### config.mk
export PLATFORM = sky130hd
export DESIGN_NAME = bintobcd_seq
export DESIGN_NICKNAME = d
export VERILOG_FILES = /design/src/rtl/calc_pkg.sv /design/src/rtl/dabble_adj.sv /design/src/rtl/bintobcd_seq.sv
export SDC_FILE = /design/constraint.sdc
export NUM_CORES = 1
export LEC_CHECK = 0
export CELL_PAD_IN_SITES_DETAIL_PLACEMENT = 1
export CELL_PAD_IN_SITES_GLOBAL_PLACEMENT = 1
export CORE_ASPECT_RATIO = 1.1
export CORE_MARGIN = 2
export CORE_UTILIZATION = 29
export DETAILED_ROUTE_END_ITERATION = 12
export DONT_BUFFER_PORTS = 1
export GPL_TIMING_DRIVEN = 0
export PLACE_DENSITY_LB_ADDON = 0.05
export SLEW_MARGIN = 20
export SYNTH_ARGS = -nofsm -noshare
export SYNTH_HDL_FRONTEND = slang
export SYNTH_HIERARCHICAL = 1
export SYNTH_SLANG_ARGS = --single-unit
### constraint.sdc
create_clock -name clk -period 2.7 [get_ports clk]
set_input_delay 0.405 -clock clk [delete_from_list [all_inputs] [get_ports clk]]
set_output_delay 0.405 -clock clk [all_outputs]
set_load 0.01 [all_outputs]
### src/rtl/calc_pkg.sv
// Shared constants and state encoding for the calculator datapath.
// Digit codes match the ones the entry/display path consumes.
package calc_pkg;

  localparam int          BITS      = 11;
  localparam logic [10:0] MAXMAG    = 11'd999;
  localparam logic [3:0]  NITER     = 4'd11;

  localparam logic [3:0]  DIG_BLANK = 4'b1010;
  localparam logic [3:0]  DIG_NEG   = 4'b1011;
  localparam logic [3:0]  DIG_ERR   = 4'b1110;

  typedef enum logic [1:0] {
    IDLE,
    CONV,
    FIN
  } state_t;

endpackage

### src/rtl/dabble_adj.sv
// Double-dabble nibble correction: adds 3 when the BCD digit is 5 or more,
// so the following left shift carries correctly into the next decade.
module dabble_adj (
  input  logic [3:0] din_i,
  output logic [3:0] dout_o
);

  assign dout_o = (din_i >= 4'd5) ? 4'(din_i + 4'd3) : din_i;

endmodule

### src/rtl/bintobcd_seq.sv
// Sequential signed binary-to-BCD converter (double-dabble, one bit per cycle)
// with start/busy/done handshake and leading-zero-blanked, registered digit codes.
module bintobcd_seq
  import calc_pkg::*;
(
  input  logic            clk,
  input  logic            reset_n,
  input  logic            start,
  input  logic [BITS-1:0] binin,
  output logic            busy,
  output logic            done,
  output logic            ovf,
  output logic [3:0]      BCD0,
  output logic [3:0]      BCD1,
  output logic [3:0]      BCD2,
  output logic [3:0]      BCD3
);

  state_t          state_q;
  logic            sign_q;
  logic            big_q;
  logic [BITS-1:0] mag_q;
  logic [11:0]     scr_q;
  logic [3:0]      cnt_q;

  logic [BITS-1:0] mag_in;
  logic [11:0]     scr_adj;

  // -1024 negates to itself, which reads correctly as unsigned 1024.
  assign mag_in = binin[BITS-1] ? 11'(~binin + 11'd1) : binin;

  dabble_adj u_adj0 (.din_i(scr_q[3:0]),  .dout_o(scr_adj[3:0]));
  dabble_adj u_adj1 (.din_i(scr_q[7:4]),  .dout_o(scr_adj[7:4]));
  dabble_adj u_adj2 (.din_i(scr_q[11:8]), .dout_o(scr_adj[11:8]));

  // NOTE: every register here uses non-blocking assignment so that all
  // right-hand sides see pre-edge values regardless of statement order.
  always_ff @(posedge clk) begin
    if (!reset_n) begin
      state_q <= IDLE;
      busy    <= 1'b0;
      done    <= 1'b0;
      ovf     <= 1'b0;
      BCD0    <= 4'b0000;
      BCD1    <= DIG_BLANK;
      BCD2    <= DIG_BLANK;
      BCD3    <= DIG_BLANK;
      sign_q  <= 1'b0;
      big_q   <= 1'b0;
      mag_q   <= '0;
      scr_q   <= '0;
      cnt_q   <= '0;
    end else begin
      done <= 1'b0;
      case (state_q)
        IDLE: begin
          if (start) begin
            sign_q  <= binin[BITS-1];
            mag_q   <= mag_in;
            // The magnitude is shifted away during CONV, so range is judged now.
            big_q   <= (mag_in > MAXMAG);
            scr_q   <= '0;
            cnt_q   <= NITER;
            busy    <= 1'b1;
            state_q <= CONV;
          end
        end

        CONV: begin
          {scr_q, mag_q} <= {scr_adj[10:0], mag_q, 1'b0};
          cnt_q          <= cnt_q - 4'd1;
          if (cnt_q == 4'd1) begin
            state_q <= FIN;
          end
        end

        FIN: begin
          if (big_q) begin
            ovf  <= 1'b1;
            BCD0 <= DIG_ERR;
            BCD1 <= DIG_ERR;
            BCD2 <= DIG_ERR;
          end else begin
            ovf  <= 1'b0;
            BCD0 <= scr_q[3:0];
            BCD1 <= (scr_q[11:4] == 8'd0) ? DIG_BLANK : scr_q[7:4];
            BCD2 <= (scr_q[11:8] == 4'd0) ? DIG_BLANK : scr_q[11:8];
          end
          BCD3    <= sign_q ? DIG_NEG : DIG_BLANK;
          done    <= 1'b1;
          busy    <= 1'b0;
          state_q <= IDLE;
        end

        default: begin
          state_q <= IDLE;
          busy    <= 1'b0;
        end
      endcase
    end
  end

endmodule

* Word-level counts from Yosys, hierarchy flattened *
Cells that the tools add are included.

storage, ports and cells
  bits of input ports = 14
  output and inout bits = 19
  word-level logic and storage cells = 60
  bits in registers = 50

cells by class
  multiplexer cells = 23
  reduce and logical (&&, ||, !) cells = 8
  $add $sub $neg = 5
  bitwise gates (word level) = 2
  equal/unequal tests = 5
  $lt $le $gt $ge = 4

operator list
  operator                 number
  $mux W4                  8
  $pmux W12 S2             1
  $mux W11                 2
  $pmux W11 S2             1
  $ge A4 B3 Y1 const B     3
  $mux W12                 1
  $add A11 B1 Y11 const B  1
  $gt A11 B10 Y1 const B   1
  $not A11 Y11             1
  $add A4 B2 Y4 const B    2
  $logic_not A8 Y1         1
  $pmux W4 S2              1
  $reduce_and A2 Y1        4
  $eq A4 B1 Y1 const B     1
  $logic_not A4 Y1         1
  $mux W1                  4
  $mux W2                  2
  $ne A2 B2 Y1 const B     2
  $pmux W2 S2              1
  $sub A4 B1 Y4 const B    1
  $add A3 B2 Y3 const B    1
  $mux W3                  1
  $eq A2 B1 Y1 const B     1
  $eq A2 B2 Y1 const B     1
  other kinds (4)          4

* Logic depth before layout (Yosys ltp) *
Gate-level depths: netlist (run 1).

  depth after elaboration = 5
  gate-level depth with buffers = 7
  gate-level depth less buffers = 7

* Modules after synthesis *
The synthesis (run 1) kept the hierarchy.

modules (own cells, without submodules)
  module        seq. area each (µm²)  instances  area each (µm²)  cells an instance
  bintobcd_seq  940.9                 1          2089.5           242
  dabble_adj    0.0                   3          101.3            16

* Worst setup path after synthesis (run 1) *
No wires, ideal clock.

  kind = input to register
  from = input binin[1]
  to = register big_q
  path slack = 0.801 ns
  path buffers = 0
  library setup time = 0.116 ns
  data required time = 2.584 ns
  stages on the path = 7
  arrival time = 1.783 ns
  cell sequence = inv_1 -> ha_1 -> or4b_1 -> o21ai_1 -> a211oi_1 -> a21o_1 -> a41o_1

on the way
  word-level cells in the longest chain between the ends = 4

RTL lines
  what                    line                RTL
  start: declaration      bintobcd_seq.sv:9   input logic [BITS-1:0] binin,
  $not A11 Y11            bintobcd_seq.sv:30  assign mag_in = binin[BITS-1] ? 11'(~binin + 11'd1) : binin;
  $add A11 B1 Y11         bintobcd_seq.sv:30
  $mux W11 (*)            bintobcd_seq.sv:30
  $gt A11 B10 Y1 (*)      bintobcd_seq.sv:61  big_q <= (mag_in > MAXMAG);
  end signal: assignment  bintobcd_seq.sv:61
  end: declaration        bintobcd_seq.sv:21  logic big_q;

Mark *: on every way between the ends. The rest lies on a longest branch, timed or not.
A chain may end at the register's enable or synchronous reset.

* Worst setup path after layout (run 1) *
  from = register state_q[0]
  to = register sign_q

on the way
  word-level cells in the longest chain between the ends = 2

RTL lines
  what                         line                RTL
  start: declaration           bintobcd_seq.sv:19  state_t state_q;
  start signal: assignment     bintobcd_seq.sv:40  state_q <= IDLE;
  start signal: assignment     bintobcd_seq.sv:65  state_q <= CONV;
  start signal: assignment     bintobcd_seq.sv:73  state_q <= FIN;
  $logic_not A2 Y1             bintobcd_seq.sv:55  case (state_q)
  $reduce_and A2 Y1 (no line)  n/a
  end signal: assignment       bintobcd_seq.sv:58  sign_q <= binin[BITS-1];
  end: declaration             bintobcd_seq.sv:20  logic sign_q;

No other way between the ends.

==> impl_metrics.py, run 1 <==
metrics = {
    "global_routing": {
        "use_met3": 0.0291,
        "grt_busiest_layer": "met2",
        "grt_pass1_wl_mm": 11.0,
        "grt_max_degree": 16,
        "gr-usage-met2": 0.279,
        "grt_pass1_vias": 2139,
        "antenna_found_initial": 0,
        "grt_usage": 0.155,
        "met1_usage": 0.190,
        "overflow": 0,
    },
    "die": {
        "rows": 34,
        "dieArea_um2": 8930,
        "die_h_um": 98.9,
        "start_util": 0.300,
        "ios": 33,
        "core_um2": 7910,
        "die_w_um": 90.3,
    },
    "sta": {
        "drv_slew": 0,
        "max-slew-margin-rel": 0.311,
        "rsz0062_at_grt": "false",
        "tns_ns": 0,
        "fin_crit_sh": 0.804,
        "fin_skew_ns": 0.00886,
        "timing.final.ws_setup_ns": 0.528,
        "holdWs_ns": 0.263,
        "period_minus_slack_ns": 2.17,
        "timing.fmax_ghz": 0.460,
        "tightest_slew_ns": 1.03,
        "hold_viol_final": 0,
        "setup_violations": 0,
    },
    "layout": {
        "final_net_count": 317,
        "n_antenna_cell": 0,
        "syn2layout_area_growth_pct": 9.54,
        "fin_area_um2": 2600,
        "layout.cells.non_filler": 403,
        "drive_gt1_frac": 0.0610,
        "final_util": 0.329,
    },
    "routing": {
        "avgViaCountPerCell": 5.08,
        "vias": 2047,
        "routed_wl_mm": 6.55,
        "wl_per_cell_um": 16.3,
        "drt-initial-drc-count": 95,
        "ant_nets": 0,
        "drc": 0,
        "drt_pass1_iterations": 5,
    },
    "place": {
        "dp_hpwl_mm": 4.80,
        "pre_cts_slack_ns": 0.545,
        "place_inst": 395,
        "port_buffers": 0,
        "place_area_um2": 2510,
        "finalWeightedCongestion": 0.724,
    },
    "min_path": {
        "hp-class": "in2reg",
    },
    "setup_path": {
        "crit_path_start_kind": "register",
        "path_class": "reg2reg",
        "worstSetupEndpoint": "sign_q$_SDFFE_PN0P_",
        "cp_slowest_cell": "nor3b_1",
        "rr_worst_depth": 4,
        "reg2reg_setup_slack_ns": 0.53,
        "cp_max_fo": 10,
        "worstSetupStartpoint": "state_q[0]$_SDFFE_PN0P_",
        "slowest_delay_ns": 0.87,
        "cp.arrival_ns": 2.35,
        "end_kind": "register",
        "cp.required_ns": 2.88,
        "timing.rr.end": "sign_q$_SDFFE_PN0P_",
        "reg2reg_from": "state_q[0]$_SDFFE_PN0P_",
        "worstPathCellList": "nor3b_1 > clkbuf_1 > mux2i_1 > nor2_1",
    },
    "clocking": {
        "h-tree-depth": 2,
        "cts_tree": "built",
        "cts.clk_slew.worst_paths_ns": 0.09,
        "cts.sinks": 47,
        "cts_buffers": 5,
        "cts_buffer_depth": 2,
        "cts_resized": 0,
        "cts_root_buf": "clkbuf_8",
        "cts_hold_buffers": 0,
        "postCtsSetupRepairBufs": 0,
        "worstSkewPairLatency_ns": 0.31,
    },
    "status": {
        "status": "finished, final reports clean",
    },
    "power_and_ir_drop": {
        "p_per_area_nw_per_um2": 522,
        "leakage_nw": 0.966,
        "peakVddDrop_v": 0.000162,
        "finalPower_mw": 1.36,
    },
    "logic_synthesis": {
        "syn-cell-area_um2": 2370,
        "syn_inst": 286,
        "ys_warn_count": 6,
        "avgSynthCellArea_um2": 8.30,
    },
    "job": {
        "cap_violations": 0,
    },
}
final cells by class:
cell class              count  area, um^2
plain buffers              20        86.3
clock buffers               5        68.8
clock inverters             3        18.8
fillers                   983        5310
inverters                  12        45.0
multi-input cells         208        1310
flip-flops and latches     47         941
well taps                 108         135
state kept, by name, summed over array words and instances (netlist names):
name,cells
scr_q,12
mag_q,11
BCD0,4
BCD1,4
BCD2,4
cnt_q,4
state_q,2
BCD3,1
big_q,1
busy,1
done,1
ovf,1
sign_q,1
cell usage in the layout, fill, tap and decap left out, types with 3 or more instances in the layout:
cell / count
a211oi_1: 4
a21oi_1: 14
a21oi_2: 3
a222oi_1: 6
a22o_1: 8
a22oi_1: 6
buf_4: 3
clkbuf_1: 16
clkbuf_8: 5
conb_1: 3
dfxtp_1: 47
ha_1: 9
inv_1: 12
mux2i_1: 4
nand2_1: 29
nand2b_1: 10
nand3b_1: 3
nor2_1: 35
nor2b_1: 4
nor3_1: 12
nor4_1: 5
o21ai_0: 11
o21ai_1: 4
o22ai_1: 3
xnor2_1: 9
metal layers:
layer | vias up | wire [um]
met5 | - | 0
met4 | 0 | 75
met3 | 6 | 179
met2 | 28 | 3220
met1 | 991 | 3080
li1 | 1022 | -
critical path, delay by kind of cell, from the launching register on:
kind	cells	cell delay, ns
buf+inv	1	0.49
flops	1	0.38
simple gates	2	0.92
mux	1	0.25
how the worst min path moves through the flow:
| stage | end | cells after the start | slack, ns | startpoint |
|---|---|---|---|---|
| floorplan | mag_q[2]$_SDFFE_PN0P_ | 2 | 0.41 | mag_q[1]$_SDFFE_PN0P_ |
| global placement | mag_q[2]$_SDFFE_PN0P_ | 2 | 0.44 | mag_q[1]$_SDFFE_PN0P_ |
| detailed placement | mag_q[2]$_SDFFE_PN0P_ | 2 | 0.45 | mag_q[1]$_SDFFE_PN0P_ |
| CTS | mag_q[0]$_SDFFE_PN0P_ | 2 | 0.26 | binin[0] |
| global route | mag_q[0]$_SDFFE_PN0P_ | 2 | 0.28 | binin[0] |
| finish | mag_q[0]$_SDFFE_PN0P_ | 2 | 0.26 | binin[0] |
where the power goes:
group          internal (mW)  switching [mW]
Clock                  0.183           0.256
Sequential             0.720          0.0227
Combinational         0.0660           0.110
No activity file was read; power rests on OpenSTA's default activity.
==> run 2: changes to the inputs <==
==> constraint.sdc (replaced) <==
create_clock -name clk -period 2.2 [get_ports clk]
set_input_delay 0.33 -clock clk [delete_from_list [all_inputs] [get_ports clk]]
set_output_delay 0.33 -clock clk [all_outputs]
set_load 0.01 [all_outputs]
==> run 2 against run 1 <==
Combinational power is 23% higher. Sequential share of layout area fell by 0.070 points. Cell area grew 0.19%. Clock skew about the same. Highest routed layer unchanged.
==> impl_metrics.py, run 2 (synthesized netlist as in run 1, its figures left out) <==
metrics = {
    "place": {
        "place_inst": 395,
        "port_buffers": 0,
        "dp_hpwl_mm": 4.80,
        "finalWeightedCongestion": 0.724,
        "place_area_um2": 2510,
    },
    "global_routing": {
        "grt_pass1_wl_mm": 11.0,
        "grt_max_degree": 16,
        "grt_usage": 0.155,
        "antenna_found_initial": 0,
        "overflow": 0,
        "grt_pass1_vias": 2139,
    },
    "setup_path": {
        "cp_max_fo": 10,
        "slowest_delay_ns": 0.48,
        "end_kind": "register",
        "cp.arrival_ns": 2.21,
        "worstPathCellList": "nor2b_1 > clkbuf_1 > and2_1 > clkbuf_1 > a22o_1",
        "cp_slowest_cell": "dfxtp_1",
        "path_class": "reg2reg",
        "crit_path_start_kind": "register",
        "cp.required_ns": 2.45,
        "crit_path_frequent_cell": "clkbuf_1",
    },
    "routing": {
        "ant_nets": 0,
        "routed_wl_mm": 6.54,
        "avgViaCountPerCell": 5.07,
        "drt_pass1_iterations": 4,
        "drc": 0,
        "wl_per_cell_um": 16.2,
        "vias": 2044,
        "drt-initial-drc-count": 93,
    },
    "power_and_ir_drop": {
        "p_per_area_nw_per_um2": 640,
        "power_frac_comb": 0.130,
        "swShare": 0.286,
        "p_int_mw": 1.19,
        "p_clk_frac": 0.323,
        "p_switching_mw": 0.477,
        "leakage_nw": 0.969,
        "peakVddDrop_v": 0.000198,
        "power_frac_seq": 0.547,
    },
    "clocking": {
        "cts_tree": "built",
        "cts_root_buf": "clkbuf_8",
        "worstSkewPairLatency_ns": 0.31,
        "cts_hold_buffers": 0,
        "cts_buffers": 5,
        "h-tree-depth": 2,
        "cts_buffer_depth": 2,
        "cts.clk_slew.worst_paths_ns": 0.09,
        "cts.sinks": 47,
    },
    "die": {
        "dieArea_um2": 8930,
        "die_h_um": 98.9,
        "start_util": 0.300,
        "core_um2": 7910,
        "die_w_um": 90.3,
        "rows": 34,
        "ios": 33,
    },
    "layout": {
        "top_regs": "scr_q x12, mag_q x11",
        "syn2layout_area_growth_pct": 9.75,
        "mostFrequentLayoutCells": "47 x dfxtp_1, 35 x nor2_1, 29 x nand2_1",
        "final_net_count": 317,
        "fin_area_um2": 2610,
        "final_common_cell": "dfxtp_1",
        "final_util": 0.329,
        "n_antenna_cell": 0,
        "layout.cells.non_filler": 403,
        "top_register": "scr_q",
        "drive_gt1_frac": 0.0644,
        "largest_reg_flops": 12,
    },
    "sta": {
        "hold_viol_final": 0,
        "tns_ns": 0,
        "rsz0062_at_grt": "false",
        "tightest_slew_ns": 0.713,
        "drv_slew": 0,
        "max-slew-margin-rel": 0.523,
        "timing.fmax_ghz": 0.510,
        "period_minus_slack_ns": 1.96,
        "fin_crit_sh": 0.892,
        "fin_skew_ns": 0.00935,
        "setup_violations": 0,
    },
    "min_path": {
        "hp-class": "in2reg",
    },
    "status": {
        "status": "finished, final reports clean",
    },
    "job": {
        "cap_violations": 0,
    },
}
## run 2: cell counts in the layout (fill, tap and decap cells not counted)
No cell type changed its count.
## run 2: final timing paths
check / endpoint / cells after the start / startpoint / slack, ns
worst max-delay path: scr_q[5]$_SDFFE_PN0P_ / 5 / state_q[0]$_SDFFE_PN0P_ / 0.24
worst min-delay path: mag_q[0]$_SDFFE_PN0P_ / 2 / binin[0] / 0.19
worst max register to register: scr_q[5]$_SDFFE_PN0P_ / 5 / state_q[0]$_SDFFE_PN0P_ / 0.24
worst min register to register: mag_q[2]$_SDFFE_PN0P_ / 2 / mag_q[1]$_SDFFE_PN0P_ / 0.45
## run 2: per-stage QoR
stage | setup slack (ns) | power, mW | hold slack [ns]
finish | 0.238 | 1.67 | 0.188
global route | 0.0557 | 1.77 | 0.204
CTS | 0.0145 | 1.70 | 0.180
detailed placement | 0.0449 | 1.15 | 0.445
global placement | 0.0602 | 1.15 | 0.436
floorplan | 0.376 | 1.08 | 0.414
## run 2: layout make-up
cell class / count / area (um^2)
multi-input cells: 208 / 1310
fillers: 982 / 5310
well taps: 108 / 135
plain buffers: 20 / 86.3
flip-flops and latches: 47 / 941
clock buffers: 5 / 68.8
inverters: 12 / 45.0
clock inverters: 3 / 18.8
## run 2: repair_timing
item	4_1_cts	5_1_grt
resized for setup	0	1
endpoints found under the setup margin	0	8
buffers inserted	0	0
## run 2: layer usage
layer | global-route usage | up-vias | wire length, um
met5 | 0 | - | 0
met4 | 0.0414 | 0 | 75
met3 | 0.0291 | 6 | 165
met2 | 0.279 | 25 | 3220
met1 | 0.190 | 991 | 3080
li1 | - | 1022 | -
## run 2: power by group through the flow
stage,clock network [mW],registers (mW),logic (mW)
2_1_floorplan,0,0.923,0.162
3_3_place_gp,0,0.930,0.216
3_5_place_dp,0,0.931,0.218
4_1_cts,0.569,0.912,0.220
5_1_grt,0.606,0.917,0.246
6_report,0.538,0.912,0.216
## run 2: critical path, delay by kind of cell, from the launching register on
family	cells	cell delay [ns]
AOI/OAI and AO/OA	1	0.23
buffers and inverters	2	0.84
DFF	1	0.48
and+or+nand+nor	2	0.36
